### config.mk
export PLATFORM = sky130hd
export DESIGN_NAME = bit_serializer
export DESIGN_NICKNAME = d
export VERILOG_FILES = /design/src/rtl/serializer_pkg.sv /design/src/rtl/bit_serializer.sv
export SDC_FILE = /design/constraint.sdc
export NUM_CORES = 1
export LEC_CHECK = 0
export CORE_MARGIN = 2
export CORE_UTILIZATION = 46
export DETAILED_ROUTE_END_ITERATION = 8
export PLACE_DENSITY = 0.87
export SYNTH_ARGS = -nofsm -noshare
export SYNTH_HDL_FRONTEND = slang
export SYNTH_SLANG_ARGS = --single-unit
### constraint.sdc
create_clock -name clk -period 1.7 [get_ports clk]
set_clock_uncertainty 0.1 [all_clocks]
set_input_delay 0.17 -clock clk [delete_from_list [all_inputs] [get_ports clk]]
set_output_delay 0.17 -clock clk [all_outputs]
set_load 0.02 [all_outputs]
### src/rtl/serializer_pkg.sv
// rtl/serializer_pkg.sv - shared types and widths for the bit serializer
package serializer_pkg;

    typedef enum logic [1:0] {IDLE, SHIFT, GAP} ser_state_t;

    localparam int GAP_CNT_W = 4;

endpackage

### src/rtl/bit_serializer.sv
// rtl/bit_serializer.sv - parallel-in/serial-out word serializer with optional inter-word gap
module bit_serializer
    import serializer_pkg::*;
#(
    parameter int WIDTH      = 8,
    parameter bit MSB_FIRST  = 1'b1,
    parameter int GAP_CYCLES = 0
) (
    input  logic             clk,
    input  logic             rst,
    input  logic [WIDTH-1:0] data_i,
    input  logic             valid_i,
    output logic             ready_o,
    output logic             bit_o,
    output logic             bit_valid_o,
    output logic             busy_o,
    output logic             done_o
);

    localparam int CNT_W = $clog2(WIDTH);
    localparam logic [CNT_W-1:0]     LAST_BIT = CNT_W'(WIDTH - 1);
    localparam logic [GAP_CNT_W-1:0] LAST_GAP = GAP_CNT_W'((GAP_CYCLES > 0) ? GAP_CYCLES - 1 : 0);

    ser_state_t           state;
    logic [WIDTH-1:0]     shreg;
    logic [CNT_W-1:0]     bit_cnt;
    logic [GAP_CNT_W-1:0] gap_cnt;
    logic                 last_bit;
    logic                 accept;

    // bit_cnt is the index of the bit currently on bit_o, so the last-bit
    // cycle is known combinationally and a gapless reload can be offered there.
    assign last_bit = (state == SHIFT) && (bit_cnt == LAST_BIT);
    assign ready_o  = (state == IDLE) || (last_bit && (GAP_CYCLES == 0));
    assign accept   = valid_i && ready_o;

    function automatic logic head(input logic [WIDTH-1:0] d);
        return MSB_FIRST ? d[WIDTH-1] : d[0];
    endfunction

    function automatic logic [WIDTH-1:0] advance(input logic [WIDTH-1:0] d);
        return MSB_FIRST ? (d << 1) : (d >> 1);
    endfunction

    always_ff @(posedge clk) begin
        if (rst) begin
            state       <= IDLE;
            shreg       <= '0;
            bit_cnt     <= '0;
            gap_cnt     <= '0;
            bit_o       <= 1'b0;
            bit_valid_o <= 1'b0;
            busy_o      <= 1'b0;
            done_o      <= 1'b0;
        end else if (accept) begin
            // First bit goes straight to the output register; the rest wait in shreg.
            state       <= SHIFT;
            shreg       <= advance(data_i);
            bit_cnt     <= '0;
            bit_o       <= head(data_i);
            bit_valid_o <= 1'b1;
            busy_o      <= 1'b1;
            done_o      <= 1'b0;
        end else begin
            case (state)
                SHIFT: begin
                    if (last_bit) begin
                        bit_o       <= 1'b0;
                        bit_valid_o <= 1'b0;
                        done_o      <= 1'b0;
                        if (GAP_CYCLES > 0) begin
                            state   <= GAP;
                            gap_cnt <= '0;
                            busy_o  <= 1'b1;
                        end else begin
                            state  <= IDLE;
                            busy_o <= 1'b0;
                        end
                    end else begin
                        bit_o       <= head(shreg);
                        shreg       <= advance(shreg);
                        bit_cnt     <= bit_cnt + 1'b1;
                        bit_valid_o <= 1'b1;
                        busy_o      <= 1'b1;
                        done_o      <= (bit_cnt == LAST_BIT - 1'b1);
                    end
                end
                GAP: begin
                    bit_o       <= 1'b0;
                    bit_valid_o <= 1'b0;
                    done_o      <= 1'b0;
                    if (gap_cnt == LAST_GAP) begin
                        state  <= IDLE;
                        busy_o <= 1'b0;
                    end else begin
                        gap_cnt <= gap_cnt + 1'b1;
                        busy_o  <= 1'b1;
                    end
                end
                default: begin
                    state       <= IDLE;
                    bit_o       <= 1'b0;
                    bit_valid_o <= 1'b0;
                    busy_o      <= 1'b0;
                    done_o      <= 1'b0;
                end
            endcase
        end
    end

endmodule
==> impl_metrics.env, run 1 <==
export IMPL_grt_max_degree=17
export IMPL_grt_pass1_wl_um=2170
export IMPL_start_util=0.502
export IMPL_fmax_mhz=622
export IMPL_p_leak_nw=0.363
export IMPL_synth_area_um2=662
export IMPL_netlist_instances=62
export IMPL_critPathMaxFanout=2
export IMPL_tns_ns=0
export IMPL_drive_gt1_frac=0.305
export IMPL_antenna_found_initial=0
export IMPL_drc_errors=0
export IMPL_io_pins=16
export IMPL_track_usage=0.170
export IMPL_syn_avg_cell_area_um2=10.7
export IMPL_p_per_area_nw_per_um2=780
export IMPL_routedWlPerCell_um=12.5
export IMPL_yosys_warnings=0
export IMPL_core_um2=1320
export IMPL_vias_per_cell=5.14
export IMPL_hold_viol=0
export IMPL_worst_skew_pair_late_latency_ns=0.27
export IMPL_antenna_cells=0
export IMPL_cts_tree="yes"
export IMPL_ys_seq_area_frac=0.423
export IMPL_vdd_drop_max_v=0.000426
export IMPL_antenna_left=0
export IMPL_cts_buffer_depth=2
export IMPL_grt_pass1_vias=496
export IMPL_rsz0062_at_grt="no"
export IMPL_grt_overflow_total=0
export IMPL_setup_viol=0
export IMPL_worstSetupStartpointType="register"
export IMPL_numCtsBuffers=3
export IMPL_fp_dieH_um=41.9
export IMPL_drt_pass1_iterations=2
export IMPL_status="finished clean"
export IMPL_required_ns=1.43
export IMPL_drt_total_wl_um=1210
export IMPL_drt_iter0_drc=12
export IMPL_finalWorstSetupSlack_ns=0.0921
export IMPL_worstMarginPinSlew_ns=0.241
export IMPL_layout_nets=98
export IMPL_cts_sinks=14
export IMPL_synth_cell_types=19
export IMPL_root_buffer="clkbuf_4"
export IMPL_cts_hold_buf=0
export IMPL_finalCriticalPeriod_ns=1.61
export IMPL_critPathKind="reg2out"
export IMPL_gp_congestion=0.723
export IMPL_syn_nets=76
export IMPL_dieArea_um2=1760
export IMPL_cap_violations=0
export IMPL_end_kind="output port"
export IMPL_slew_headroom=0.839
export IMPL_htree_levels=1
export IMPL_cp_arrival_ns=1.34
export IMPL_hpwl_um=923
export IMPL_die_x_um=41.9
export IMPL_post_cts_buffers=0
export IMPL_fin_crit_sh=0.946
export IMPL_syn2layout_area_growth_pct=31.6
export IMPL_place_ws_ns=-0.00318
export IMPL_via_count=499
export IMPL_synth_seq_cells=14
export IMPL_place_port_buffers=15
export IMPL_final_max_slew_viol_count=0
export IMPL_hold_path_class="reg2reg"
export IMPL_cts_clk_slew_worst_paths_ns=0.08
export IMPL_rows=13
[sequential cells by signal, indices dropped and copies added, names as in the netlist]
| register | count |
|---|---|
| bit_cnt | 3 |
| bit_o | 1 |
| bit_valid_o | 1 |
| done_o | 1 |
| shreg | 7 |
| state | 1 |
[synthesized netlist by cell type, drive strengths merged]
| cell | instances | area (um^2) |
|---|---|---|
| dfxtp | 14 | 280 |
| nor2 | 9 | 33.8 |
| mux2i | 7 | 70.1 |
| a211oi | 6 | 75.1 |
| buf | 5 | 42.5 |
| a21oi | 4 | 31.3 |
| nand2 | 4 | 15.0 |
| ha | 3 | 37.5 |
| inv | 2 | 12.5 |
| nand3b | 2 | 22.5 |
| nor3 | 2 | 10.0 |
| nand2b | 1 | 6.26 |
| nand3 | 1 | 5.00 |
| nor2b | 1 | 13.8 |
| or3 | 1 | 6.26 |
[repair_timing]
action / in CTS / in global routing
endpoints found under the hold margin: 0 / 0
gates resized for setup: 4 / 0
setup endpoints to repair: 1 / 0
[cells by family after synthesis]
kind of cell             synth area share
adder cells (fa/ha/maj)            0.0567
flip-flops                          0.423
AO/OA/AOI/OAI                       0.161
AND/OR/NAND/NOR                     0.170
buffers and inverters              0.0832
multiplexers                        0.106
[where the power goes]
part	total (W)	internal (W)	switching (W)
clock network	0.000183	0.0000821	0.000101
logic	0.000138	0.0000741	0.0000638
registers	0.000358	0.000349	0.00000964
[final timing paths]
kind	start	to	slack, ns	depth (start not counted)
worst min-delay path	shreg[7]	bit_o	0.36	2
worst max register to register	bit_cnt[0]	shreg[5]	0.19	7
worst min register to register	shreg[7]	bit_o	0.36	2
worst max-delay path	bit_cnt[0]	ready_o	0.09	5
[critical path, stage by stage (launching register included)]
cell and delay [ns]:
dfxtp_1 0.32, ha_1 0.19, ha_1 0.20, nor2b_4 0.16, inv_6 0.03, buf_2 0.15
[final cells by class]
class                           count  area (um^2)
Fill cell                         107          447
Multi-Input combinational cell     41          327
Clock buffer                        3         22.5
Tap cell                           15         18.8
Inverter                            2         12.5
Sequential cell                    14          280
Timing Repair Buffer               22          210
[cell usage in the layout (no fill, tap or decap)]
| master | count |
|---|---|
| dfxtp_1 | 14 |
| clkdlybuf4s50_1 | 14 |
| nor2_1 | 9 |
| mux2i_1 | 7 |
| a211oi_2 | 6 |
| buf_4 | 6 |
| nand2_1 | 4 |
| a21oi_2 | 3 |
| ha_1 | 3 |
| clkbuf_4 | 3 |
| nor3_1 | 2 |
| nand3b_2 | 2 |
| inv_2 | 1 |
| nor2b_4 | 1 |
| inv_6 | 1 |
| nand3_1 | 1 |
| a21oi_1 | 1 |
| nand2b_1 | 1 |
| or3_1 | 1 |
| buf_2 | 1 |
| buf_12 | 1 |
[stage by stage]
| step | total power [W] | hold slack [ns] | instance area, um^2 | std cells | util |
|---|---|---|---|---|---|
| after floorplan | 0.000450 | 0.135 | 662 | 62 | - |
| after global placement | 0.000501 | 0.347 | 853 | 94 | 0.648 |
| after detailed placement | 0.000507 | 0.352 | 853 | 94 | 0.648 |
| after CTS | 0.000688 | 0.354 | 871 | 97 | 0.661 |
| after global routing | 0.000718 | 0.380 | 871 | 97 | 0.661 |
| final | 0.000679 | 0.357 | 871 | 97 | 0.661 |
[routing by layer]
layer / track usage / vias to the layer above / routed length, um
li1: - / 255 / -
met1: 0.180 / 230 / 560
met2: 0.278 / 12 / 576
met3: 0.0609 / 2 / 61
met4: 0.116 / 0 / 15
met5: 0 / - / 0
Note: power is estimated with default switching activity, not from simulation.
==> run 2, diff against run 1 <==
==> constraint.sdc (replaced) <==
create_clock -name clk -period 1.7 [get_ports clk]
set_clock_uncertainty 0.1 [all_clocks]
set_input_delay 0.17 -clock clk [delete_from_list [all_inputs] [get_ports clk]]
set_output_delay 0.17 -clock clk [all_outputs]
set_load 0.05 [all_outputs]
==> run 2 against run 1 <==
Clock power rose by 30%. Combinational power rose by 6%. Fmax fell by 2.6%. Critical path type unchanged. Critical endpoint is now bit_o. Largest cell class unchanged. Largest power group unchanged.
==> impl_metrics.env, run 2 (synthesized netlist as in run 1, its figures left out) <==
export IMPL_end_kind="output port"
export IMPL_antenna_cells=0
export IMPL_hold_path_class="in2reg"
export IMPL_reg_top3="shreg x7, bit_cnt x3"
export IMPL_dp_cells=89
export IMPL_slew_headroom=0.668
export IMPL_io_pins=16
export IMPL_start_util=0.502
export IMPL_cts_buffer_depth=2
export IMPL_track_usage=0.172
export IMPL_p_seq_frac=0.483
export IMPL_layout_common_cells="14 x dfxtp_1, 11 x clkdlybuf4s50_1, 9 x nor2_1"
export IMPL_cts_sinks=14
export IMPL_fmax_mhz=606
export IMPL_swShare=0.262
export IMPL_final_max_slew_viol_count=0
export IMPL_grt_overflow_total=0
export IMPL_p_per_area_nw_per_um2=868
export IMPL_final_area_um2=853
export IMPL_cap_violations=0
export IMPL_tns_ns=0
export IMPL_largest_reg_flops=7
export IMPL_path_buf_inv=1
export IMPL_die_x_um=41.9
export IMPL_htree_levels=1
export IMPL_crit_slowest_cell="clkdlybuf4s50_1"
export IMPL_root_buffer="clkbuf_4"
export IMPL_grt_pass1_vias=492
export IMPL_combPwrFrac=0.197
export IMPL_via_count=482
export IMPL_antenna_left=0
export IMPL_grt_max_degree=17
export IMPL_total_power_w=0.000741
export IMPL_slowest_delay_ns=0.79
export IMPL_dieArea_um2=1760
export IMPL_fin_cells=95
export IMPL_setup_viol=0
export IMPL_worstMarginPinSlew_ns=0.497
export IMPL_critPathKind="reg2out"
export IMPL_drive_gt1_frac=0.313
export IMPL_path_cells="clkdlybuf4s50_1"
export IMPL_cts_hold_buf=0
export IMPL_routedWlPerCell_um=13.0
export IMPL_crit_family="buffers and inverters"
export IMPL_place_area_um2=796
export IMPL_clock_power_share=0.320
export IMPL_p_leak_nw=0.374
export IMPL_hold_viol=0
export IMPL_drt_pass1_iterations=4
export IMPL_hpwl_um=914
export IMPL_finalWorstSetupSlack_ns=0.0497
export IMPL_cts_clk_slew_worst_paths_ns=0.08
export IMPL_intPower_w=0.000547
export IMPL_fp_dieH_um=41.9
export IMPL_fillerInstances=114
export IMPL_status="finished clean"
export IMPL_rows=13
export IMPL_cts_tree="yes"
export IMPL_fin_crit_sh=0.971
export IMPL_syn2layout_area_growth_pct=28.9
export IMPL_layout_nets=95
export IMPL_vias_per_cell=5.07
export IMPL_p_switching_w=0.000194
export IMPL_drt_total_wl_um=1240
export IMPL_ff2ff_setup_slack_ns=0.12
export IMPL_max_flop_register="shreg"
export IMPL_drc_errors=0
export IMPL_critPathMaxFanout=1
export IMPL_finalCriticalPeriod_ns=1.65
export IMPL_gp_congestion=0.767
export IMPL_place_ws_ns=0.125
export IMPL_numCtsBuffers=3
export IMPL_layout_commonest_cell="dfxtp_1"
export IMPL_worstSetupStartpointType="register"
export IMPL_required_ns=1.43
export IMPL_place_port_buffers=15
export IMPL_cp_arrival_ns=1.38
export IMPL_grt_pass1_wl_um=2210
export IMPL_vdd_drop_max_v=0.000551
export IMPL_worst_skew_pair_late_latency_ns=0.28
export IMPL_core_um2=1320
export IMPL_drt_iter0_drc=1
export IMPL_multiInputGateArea_um2=327
export IMPL_rsz0062_at_grt="no"
export IMPL_antenna_found_initial=0
export IMPL_regArea_um2=280
run 2: per-stage QoR:
step | hold WS, ns | utilization
2_1_floorplan | 0.135 | -
3_3_place_gp | 0.372 | 0.604
3_5_place_dp | 0.366 | 0.604
4_1_cts | 0.365 | 0.646
5_1_grt | 0.385 | 0.648
6_report | 0.372 | 0.648
run 2: worst min-delay path: cells and delay by family:
kind	cells	cell delay (ns)
buffers and inverters	1	0.40
AND/OR/NAND/NOR	1	0.08
AO/OA/AOI/OAI	1	0.06
run 2: worst paths after layout:
kind	start	to	depth (start not counted)
max	bit_o	bit_o	1
min	data_i[7]	bit_o	3
max reg2reg	bit_cnt[1]	shreg[5]	7
min reg2reg	shreg[7]	bit_o	2
run 2: cell type report:
cell class / count / area share
clock buffers: 4 / 0.0425
inverters: 2 / 0.0147
multi-input cells: 41 / 0.383
flip-flops and latches: 14 / 0.328
well taps: 15 / 0.0220
repair buffers: 19 / 0.210
run 2: what timing repair did:
item,in CTS,in global routing
hold endpoints to repair,0,0
endpoints found under the setup margin,1,1
resized for setup,1,1
setup buffers,2,0
pin swaps,0,0
run 2: power by group through the flow:
stage | registers [W] | logic, W | clock network (W)
floorplan | 0.000375 | 0.0000901 | 0
global placement | 0.000366 | 0.000135 | 0
detailed placement | 0.000366 | 0.000141 | 0
CTS | 0.000358 | 0.000148 | 0.000245
global route | 0.000361 | 0.000159 | 0.000255
finish | 0.000358 | 0.000146 | 0.000237
run 2: routing by layer:
layer	routed length, um	vias to the layer above	track usage
li1	-	246	-
met1	544	219	0.201
met2	596	15	0.275
met3	87	2	0.0826
met4	12	0	0.0581
met5	0	-	0
==> run 3, diff against run 2 <==
--- a/config.mk
+++ b/config.mk
@@ -9,6 +9,7 @@
 export CORE_UTILIZATION = 46
 export DETAILED_ROUTE_END_ITERATION = 8
 export PLACE_DENSITY = 0.87
+export SKIP_CTS_REPAIR_TIMING = 1
 export SYNTH_ARGS = -nofsm -noshare
 export SYNTH_HDL_FRONTEND = slang
 export SYNTH_SLANG_ARGS = --single-unit
==> run 3 against run 2 <==
Global-route usage fell by 0.72 points. Fmax down 0.24%. Total power rose by 1.9%. Design area grew 8.1%. Clock power hardly changed. Routed wire length up 6.9%. Critical path type unchanged. Highest routed layer is now met3.
==> impl_metrics.env, run 3 (synthesized netlist as in run 1, its figures left out) <==
export IMPL_routedWlPerCell_um=13.2
export IMPL_syn2layout_area_growth_pct=39.3
export IMPL_setup_viol=0
export IMPL_hpwl_um=914
export IMPL_grt_pass1_vias=488
export IMPL_finalWorstSetupSlack_ns=0.0457
export IMPL_grt_pass1_wl_um=2110
export IMPL_critPathKind="reg2out"
export IMPL_fmax_mhz=604
export IMPL_cap_violations=0
export IMPL_hold_viol=0
export IMPL_via_count=509
export IMPL_gp_congestion=0.767
export IMPL_crit_slowest_cell="dfxtp_2"
export IMPL_ff2ff_setup_slack_ns=0.14
export IMPL_numCtsBuffers=3
export IMPL_grt_overflow_total=0
export IMPL_antenna_found_initial=0
export IMPL_cp_arrival_ns=1.38
export IMPL_start_util=0.502
export IMPL_layout_commonest_cell="dfxtp_1"
export IMPL_max_flop_register="shreg"
export IMPL_place_port_buffers=15
export IMPL_use_met2=0.272
export IMPL_finalCriticalPeriod_ns=1.65
export IMPL_htree_levels=1
export IMPL_slowest_delay_ns=0.35
export IMPL_fin_crit_sh=0.973
export IMPL_drt_pass1_iterations=4
export IMPL_largest_reg_flops=7
export IMPL_rows=13
export IMPL_path_cells="ha_4 -> ha_4 -> nor2b_4 -> clkinv_4 -> buf_8"
export IMPL_hold_path_class="reg2reg"
export IMPL_vias_per_cell=5.09
export IMPL_track_usage=0.165
export IMPL_p_per_area_nw_per_um2=819
export IMPL_slew_headroom=0.668
export IMPL_busiest_layer="met2"
export IMPL_path_common_cell="ha_4"
export IMPL_drive_gt1_frac=0.400
export IMPL_cts_clk_slew_worst_paths_ns=0.08
export IMPL_place_ws_ns=0.125
export IMPL_core_um2=1320
export IMPL_final_max_slew_viol_count=0
export IMPL_whs_ns=0.373
export IMPL_antenna_left=0
export IMPL_p_leak_nw=0.394
export IMPL_status="finished clean"
export IMPL_drc_errors=0
export IMPL_grt_max_degree=18
export IMPL_worstSetupStartpointType="register"
export IMPL_worst_skew_pair_late_latency_ns=0.28
export IMPL_cts_buffer_depth=2
export IMPL_dieArea_um2=1760
export IMPL_die_x_um=41.9
export IMPL_met3_usage=0.0826
export IMPL_critPathMaxFanout=6
export IMPL_cts_sinks=14
export IMPL_drt_iter0_drc=7
export IMPL_worstMarginPinSlew_ns=0.497
export IMPL_antenna_cells=0
export IMPL_root_buffer="clkbuf_4"
export IMPL_met1_usage=0.182
export IMPL_cts_tree="yes"
export IMPL_vdd_drop_max_v=0.000570
export IMPL_required_ns=1.43
export IMPL_io_pins=16
export IMPL_layout_nets=100
export IMPL_fp_dieH_um=41.9
export IMPL_end_kind="output port"
export IMPL_reg_top3="shreg x7, bit_cnt x3"
export IMPL_total_power_w=0.000755
export IMPL_drt_total_wl_um=1320
export IMPL_layout_common_cells="12 x dfxtp_1, 11 x clkdlybuf4s50_1, 11 x buf_4"
run 3: cell count changes in the layout (fill, tap and decap cells not counted), sizes merged:
cell and delta:
clkinv +1, inv -1, buf +5
run 3: layout make-up:
cell class	instances	area (um^2)
fillers	107	395
well taps	15	18.8
repair buffers	24	220
flip-flops and latches	14	283
multi-input cells	41	352
inverters	2	12.5
clock buffers	4	36.3
run 3: final timing paths:
kind              start          to  depth (start not counted)
min            shreg[7]       bit_o                          2
min reg2reg    shreg[7]       bit_o                          2
max reg2reg  bit_cnt[1]  bit_cnt[0]                          7
max          bit_cnt[1]     ready_o                          5
run 3: per-layer routing:
| metal | up-vias | wire length [um] | part of all wire |
|---|---|---|---|
| li1 | 260 | - | - |
| met1 | 231 | 521 | 0.39 |
| met5 | - | 0 | 0 |
| met4 | 0 | 0 | 0 |
| met3 | 0 | 82 | 0.062 |
| met2 | 18 | 720 | 0.54 |
run 3: report_power, final:
| group | switching [W] | leakage, nW | internal (W) |
|---|---|---|---|
| logic | 0.0000807 | 0.257 | 0.0000786 |
| registers | 0.0000113 | 0.116 | 0.000349 |
| clock network | 0.000105 | 0.0210 | 0.000130 |
run 3: critical path: cells and delay by family (launching register included):
family	cells	cell delay [ns]
AND/OR/NAND/NOR	1	0.18
flip-flops	1	0.35
adder cells (fa/ha/maj)	2	0.31
buffers and inverters	2	0.26
run 3: stage by stage:
stage	cell area (um^2)	instances	util	setup TNS, ns
6_report	922	100	0.700	0
5_1_grt	922	100	0.700	-0.00362
4_1_cts	832	93	0.632	-0.195
3_5_place_dp	796	89	0.604	0
3_3_place_gp	796	89	0.604	0
2_1_floorplan	662	62	-	0
